$ cat src/rtl/geo_pkg.sv
// Shared definitions for the geometric-forms line buffer path.
// Holds line geometry, the 3/3/3 colour type and the line-writer state enum.
package geo_pkg;

    localparam int LINE_PIXELS = 640;
    localparam int ADDR_W      = 10;
    localparam int COLOR_W     = 9;

    typedef struct packed {
        logic [2:0] r;
        logic [2:0] g;
        logic [2:0] b;
    } color_t;

    // Debug taps decode the writer state through this enum, so keep the encoding stable.
    typedef enum logic [1:0] {
        STREAM = 2'd0,
        FILL   = 2'd1,
        DONE   = 2'd2
    } writer_state_e;

endpackage

$ cat src/rtl/pixel_line_writer.sv
// Line-memory write-port controller: streams comparator pixels into consecutive
// addresses and back-fills the rest of the line with BG_COLOR after a flush.
module pixel_line_writer #(
    parameter int                       LINE_PIXELS = geo_pkg::LINE_PIXELS,
    parameter int                       ADDR_W      = geo_pkg::ADDR_W,
    parameter int                       COLOR_W     = geo_pkg::COLOR_W,
    parameter logic [COLOR_W-1:0]       BG_COLOR    = '0
) (
    input  logic                clk,
    input  logic                reset_counter,
    input  logic                in_valid,
    input  logic [COLOR_W-1:0]  in_color,
    input  logic                flush,
    output logic                mem_wren,
    output logic [ADDR_W-1:0]   mem_wraddress,
    output logic [COLOR_W-1:0]  mem_data,
    output logic                line_done,
    output logic                overflow,
    output logic [ADDR_W-1:0]   pixel_count
);
    import geo_pkg::*;

    localparam logic [ADDR_W-1:0] LAST_ADDR = ADDR_W'(LINE_PIXELS - 1);

    logic [1:0]          rst_sync;
    logic                run;
    writer_state_e       state, state_nxt;
    logic [ADDR_W-1:0]   wr_ptr, wr_ptr_nxt;
    logic [ADDR_W-1:0]   pixel_count_nxt;
    logic [ADDR_W-1:0]   addr_nxt;
    logic [COLOR_W-1:0]  data_nxt;
    logic                wren_nxt;
    logic                overflow_nxt;

    // Assertion is immediate; release takes two clk edges so the FSM starts cleanly.
    always_ff @(posedge clk or negedge reset_counter) begin
        if (!reset_counter) rst_sync <= '0;
        else                rst_sync <= {rst_sync[0], 1'b1};
    end

    assign run = rst_sync[1];

    always_comb begin
        state_nxt       = state;
        wr_ptr_nxt      = wr_ptr;
        pixel_count_nxt = pixel_count;
        wren_nxt        = 1'b0;
        addr_nxt        = mem_wraddress;
        data_nxt        = mem_data;
        overflow_nxt    = overflow;

        unique case (state)
            STREAM: begin
                if (in_valid) begin
                    wren_nxt        = 1'b1;
                    addr_nxt        = wr_ptr;
                    data_nxt        = in_color;
                    wr_ptr_nxt      = wr_ptr + 1'b1;
                    pixel_count_nxt = pixel_count + 1'b1;
                end
                // A pixel arriving with the flush is written first; the fill then starts at the next address.
                if (in_valid && wr_ptr == LAST_ADDR) state_nxt = DONE;
                else if (flush)                      state_nxt = FILL;
            end
            FILL: begin
                wren_nxt   = 1'b1;
                addr_nxt   = wr_ptr;
                data_nxt   = BG_COLOR;
                wr_ptr_nxt = wr_ptr + 1'b1;
                if (wr_ptr == LAST_ADDR) state_nxt    = DONE;
                if (in_valid)            overflow_nxt = 1'b1;
            end
            DONE: begin
                if (in_valid) overflow_nxt = 1'b1;
            end
            default: state_nxt = STREAM;
        endcase
    end

    always_ff @(posedge clk or negedge reset_counter) begin
        if (!reset_counter) begin
            state         <= STREAM;
            wr_ptr        <= '0;
            pixel_count   <= '0;
            mem_wren      <= 1'b0;
            mem_wraddress <= '0;
            mem_data      <= '0;
            line_done     <= 1'b0;
            overflow      <= 1'b0;
        end else if (run) begin
            state         <= state_nxt;
            wr_ptr        <= wr_ptr_nxt;
            pixel_count   <= pixel_count_nxt;
            mem_wren      <= wren_nxt;
            mem_wraddress <= addr_nxt;
            mem_data      <= data_nxt;
            line_done     <= (state == DONE);
            overflow      <= overflow_nxt;
        end
    end

endmodule

$ cat config.mk
export PLATFORM = sky130hd
export DESIGN_NAME = pixel_line_writer
export DESIGN_NICKNAME = d
export VERILOG_FILES = /design/src/rtl/geo_pkg.sv /design/src/rtl/pixel_line_writer.sv
export SDC_FILE = /design/constraint.sdc
export NUM_CORES = 1
export LEC_CHECK = 0
export CAP_MARGIN = 15
export CORE_ASPECT_RATIO = 0.8
export CORE_MARGIN = 3
export CORE_UTILIZATION = 50
export DETAILED_ROUTE_END_ITERATION = 8
export PLACE_DENSITY = 0.83
export SETUP_SLACK_MARGIN = 0.05
export SLEW_MARGIN = 20
export SYNTH_ARGS = -nofsm -noshare
export SYNTH_HDL_FRONTEND = slang
export SYNTH_SLANG_ARGS = --single-unit
$ cat constraint.sdc
create_clock -name clk -period 2.14 [get_ports clk]
set_clock_uncertainty 0.1 [all_clocks]
set_input_delay 0.428 -clock clk [delete_from_list [all_inputs] [get_ports clk]]
set_output_delay 0.428 -clock clk [all_outputs]
set_load 0.005 [all_outputs]
==> results.txt, run 1 <==
The die is 63.0 um tall. The post-CTS setup-driven buffer insertion count is 0. The hold-fix buffer count after cts was 1; the instance count along the most critical hold path was 0.

The core region is 0.00385 sq mm. The number of buffers created by CTS was 5; the required time reported for the critical path endpoint was 2.22 ns. During synthesis, Yosys emitted a total of 0 warnings. The leakage power came out at 1.22 nW. The commonest cells after synthesis are sky130_fd_sc_hd__nand2_1, sky130_fd_sc_hd__dfrtp_1, sky130_fd_sc_hd__xnor2_1.

In this run the horizontal extent of the chip is 77.2 um. The post-layout net count came out at 262. The worst setup path is captured at a flip-flop. The multiplexer share of the synthesized area was 0.0160. The combinational family with the most area after synthesis is simple AND/OR/NAND/NOR gates.

The number of antenna violations at the first check in global routing was 0. TritonCTS built the clock tree. The first global-routing pass estimated 7030 um of wire. The logs give 211 for the post-synthesis net count and 1501 for the vias after detailed routing. Setup repair after global routing left no endpoint under its margin. The logic depth of the worst register-to-register path works out to 7. The share of async-settable or async-resettable flops after synthesis came out at 1.00. The sequential cell area fraction in the yosys report is 0.567. The run finished with clean final reports. Xor-xnor portion of the synthesized cell area: 0.0777.

The synthesis-to-finish area growth came out at 30.8%. Each instance of the synthesized netlist takes up on average 10.5 sq um. The tools report the via count of the first global-routing pass as 1462. The ratio of final minimum period to clock period was 0.883. For the final hold violation count, the log shows 0. The smallest clock period supported by the final layout is computed as 1.89 ns.

The tools report the number of remaining DRC errors as 0. The worst register-to-register path begins at state[0]. Data arrives at the worst endpoint at 1.97 ns. Entering global routing, the biggest net connects 35 pins. The initial cell density of the core was 0.527. The buffer type at the clock tree root was sky130_fd_sc_hd__clkbuf_8. The path class of the tightest hold or removal check is flip-flop to flip-flop. The run gives 31 as the number of distinct library cells after synthesis. The post-synthesis share of cell area spent on and, or, nand and nor gates came out at 0.229. The worst setup path is launched from a flip-flop.

In this run the power density over the cells is 551 mW/mm^2. For the worst-skew pair, the clock arrives at the later sink with an insertion delay of 0.30 ns. Post-synthesis compound-gate area fraction: 0.0487. The setup TNS was 0 ns. Across the run, the number of max-cap violations was 0. The tools report the worst-case hold path end point as rst_sync[1]. Dividing the detail-routed wire length by the instance count gives 13.2 um. The H-tree was split into 2 levels.

The routed design has 3970 um of wire. The logs give 0.181 for the overall fraction of global-route tracks in use and 0 for the residual antenna-violating net count after detailed routing. The layout cell share with drive strength beyond 1 came out at 0.110. After detailed routing, the number of vias per cell comes to 5.00. The tools report the buffer depth of the longest clock path as 2. Hold path startpoint: rst_sync[0].

Clock-pin slew was measured on the worst setup and hold paths at 0.08 ns. The detailed router finished its first iteration with 67 violations. Library cell occupying the most area in the post-synthesis netlist: sky130_fd_sc_hd__dfrtp_1.

In the post-synthesis netlist, the biggest area contributors are sky130_fd_sc_hd__dfrtp_1, sky130_fd_sc_hd__nand2_1, sky130_fd_sc_hd__xnor2_1. The area fraction of the dominant cell type after synthesis is 0.567. The most used flip-flop cell after synthesis is sky130_fd_sc_hd__dfrtp_1. The critical path start-end classification was flip-flop to flip-flop. The layout has 303 filler cells. On the final layout, the worst hold slack is 0.254 ns.

The design draws 0.00146 W. The most frequent cell after synthesis was sky130_fd_sc_hd__nand2_1. After clock tree synthesis, the repair step resized 0 gates. The logs give 0 for the number of max-slew violations in the final report and 46 for the CTS sink count. Derived from the worst setup path, the maximum achievable clock frequency is 529 MHz. For this run, the detailed router's first-pass iteration total came to 4. The number of I/O pins was 45; the final critical-path setup slack was 0.250 ns.

The count of buffers inserted at the top-level ports was 44. The worst register-to-register path has a setup slack of 0.25 ns. The overall overflow remaining after global route was 0. The logs give 0.777 for the final weighted congestion in routability-driven placement and 0.689 for the post-layout utilization of the core. The largest voltage drop on the vdd net is 477 uV. 0 antenna diodes ended up in the layout. The endpoint identified for the worst register-to-register timing path is wr_ptr[9]. After technology mapping, the gate count stands at 193.

In this run the worst path has a maximum fanout of 34. The HPWL after detailed placement is 2840 um. The die area was 0.00486 sq mm; the number of enable-type register cells in the synthesized netlist was 0.

The initialized floorplan defines 20 standard-cell rows. The minimum setup slack after placement came out at 0.0931 ns. The number of register bits inferred by synthesis is 46, and the netlist area before placement is 0.00203 sq mm. The adder and majority gate portion of the synthesized area is 0.0308, and the count of final setup violators is 0.
flip-flops by register name (all words and copies together), names as in the netlist:
name           cells
overflow           1
state              2
line_done          1
rst_sync           2
pixel_count       10
mem_data           9
mem_wren           1
mem_wraddress     10
wr_ptr            10
layer usage:
metal,up-vias,GRT usage,share of wire
li1,735,-,-
met1,720,0.256,0.48
met2,39,0.278,0.47
met3,7,0.0461,0.047
met4,0,0.0489,0.0096
met5,-,0,0
how the worst max path moves through the flow:
stage	startpoint	cells past startpoint	to	slack, ns
6_report	state[0]	7	wr_ptr[9]	0.25
5_1_grt	state[0]	6	pixel_count[9]	0.10
4_1_cts	state[0]	7	wr_ptr[9]	0.24
3_5_place_dp	in_valid	6	pixel_count[9]	0.09
3_3_place_gp	in_valid	6	pixel_count[9]	0.17
2_1_floorplan	state[0]	6	pixel_count[9]	0.45
area by class of cell:
class | count | area, sq um | share of cell area
clock buffers | 5 | 68.8 | 0.0259
clock inverters | 3 | 23.8 | 0.00896
inverters | 3 | 11.3 | 0.00424
multi-input cells | 136 | 820 | 0.309
flip-flops and latches | 46 | 1150 | 0.434
well taps | 55 | 68.8 | 0.0259
repair buffers | 52 | 510 | 0.192
where the power goes:
group / switching, W / internal (W) / total, W
clock: 0.000298 / 0.000233 / 0.000531
combinational: 0.0000266 / 0.0000288 / 0.0000553
sequential: 0.00000347 / 0.000871 / 0.000875
cells by family after synthesis:
kind of cell | after synthesis
xor+xnor | 18
mux | 3
other cells | 1
simple gates | 93
flops | 46
fa+ha+maj | 5
compound gates | 16
buf+inv | 11
worst max-delay path, stage by stage, from the launching register on:
cell,delay [ns]
sky130_fd_sc_hd__dfrtp_1,0.39
sky130_fd_sc_hd__inv_1,0.13
sky130_fd_sc_hd__ha_1,0.31
sky130_fd_sc_hd__mux2i_1,0.25
sky130_fd_sc_hd__nand2b_1,0.18
sky130_fd_sc_hd__buf_12,0.20
sky130_fd_sc_hd__nor3_2,0.07
sky130_fd_sc_hd__xor2_1,0.14
stage by stage:
stage	std cells	cell area, sq um
2_1_floorplan	193	2030
3_3_place_gp	291	2550
3_5_place_dp	291	2550
4_1_cts	300	2650
5_1_grt	300	2650
6_report	300	2650
cell usage in the layout (no fill, tap or decap), types with 5 or more instances in the layout:
cell type	count
sky130_fd_sc_hd__dfrtp_1	46
sky130_fd_sc_hd__xnor2_1	13
sky130_fd_sc_hd__buf_4	6
sky130_fd_sc_hd__ha_1	5
sky130_fd_sc_hd__o21ai_0	9
sky130_fd_sc_hd__nand2b_1	12
sky130_fd_sc_hd__xor2_1	5
sky130_fd_sc_hd__clkdlybuf4s50_1	43
sky130_fd_sc_hd__nand2_1	50
sky130_fd_sc_hd__clkbuf_8	5
sky130_fd_sc_hd__nand4_1	5
sky130_fd_sc_hd__nand3_1	5
sky130_fd_sc_hd__nor2_1	6
No activity file was read; power rests on OpenSTA's default activity.
==> run 2, diff against run 1 <==
--- a/config.mk
+++ b/config.mk
@@ -12,6 +12,7 @@
 export DETAILED_ROUTE_END_ITERATION = 8
 export PLACE_DENSITY = 0.83
 export SETUP_SLACK_MARGIN = 0.05
+export SKIP_LAST_GASP = 1
 export SLEW_MARGIN = 20
 export SYNTH_ARGS = -nofsm -noshare
 export SYNTH_HDL_FRONTEND = slang
==> results of run 2 <==
Same layout as run 1: the final DEF is identical, and so are final timing and power.
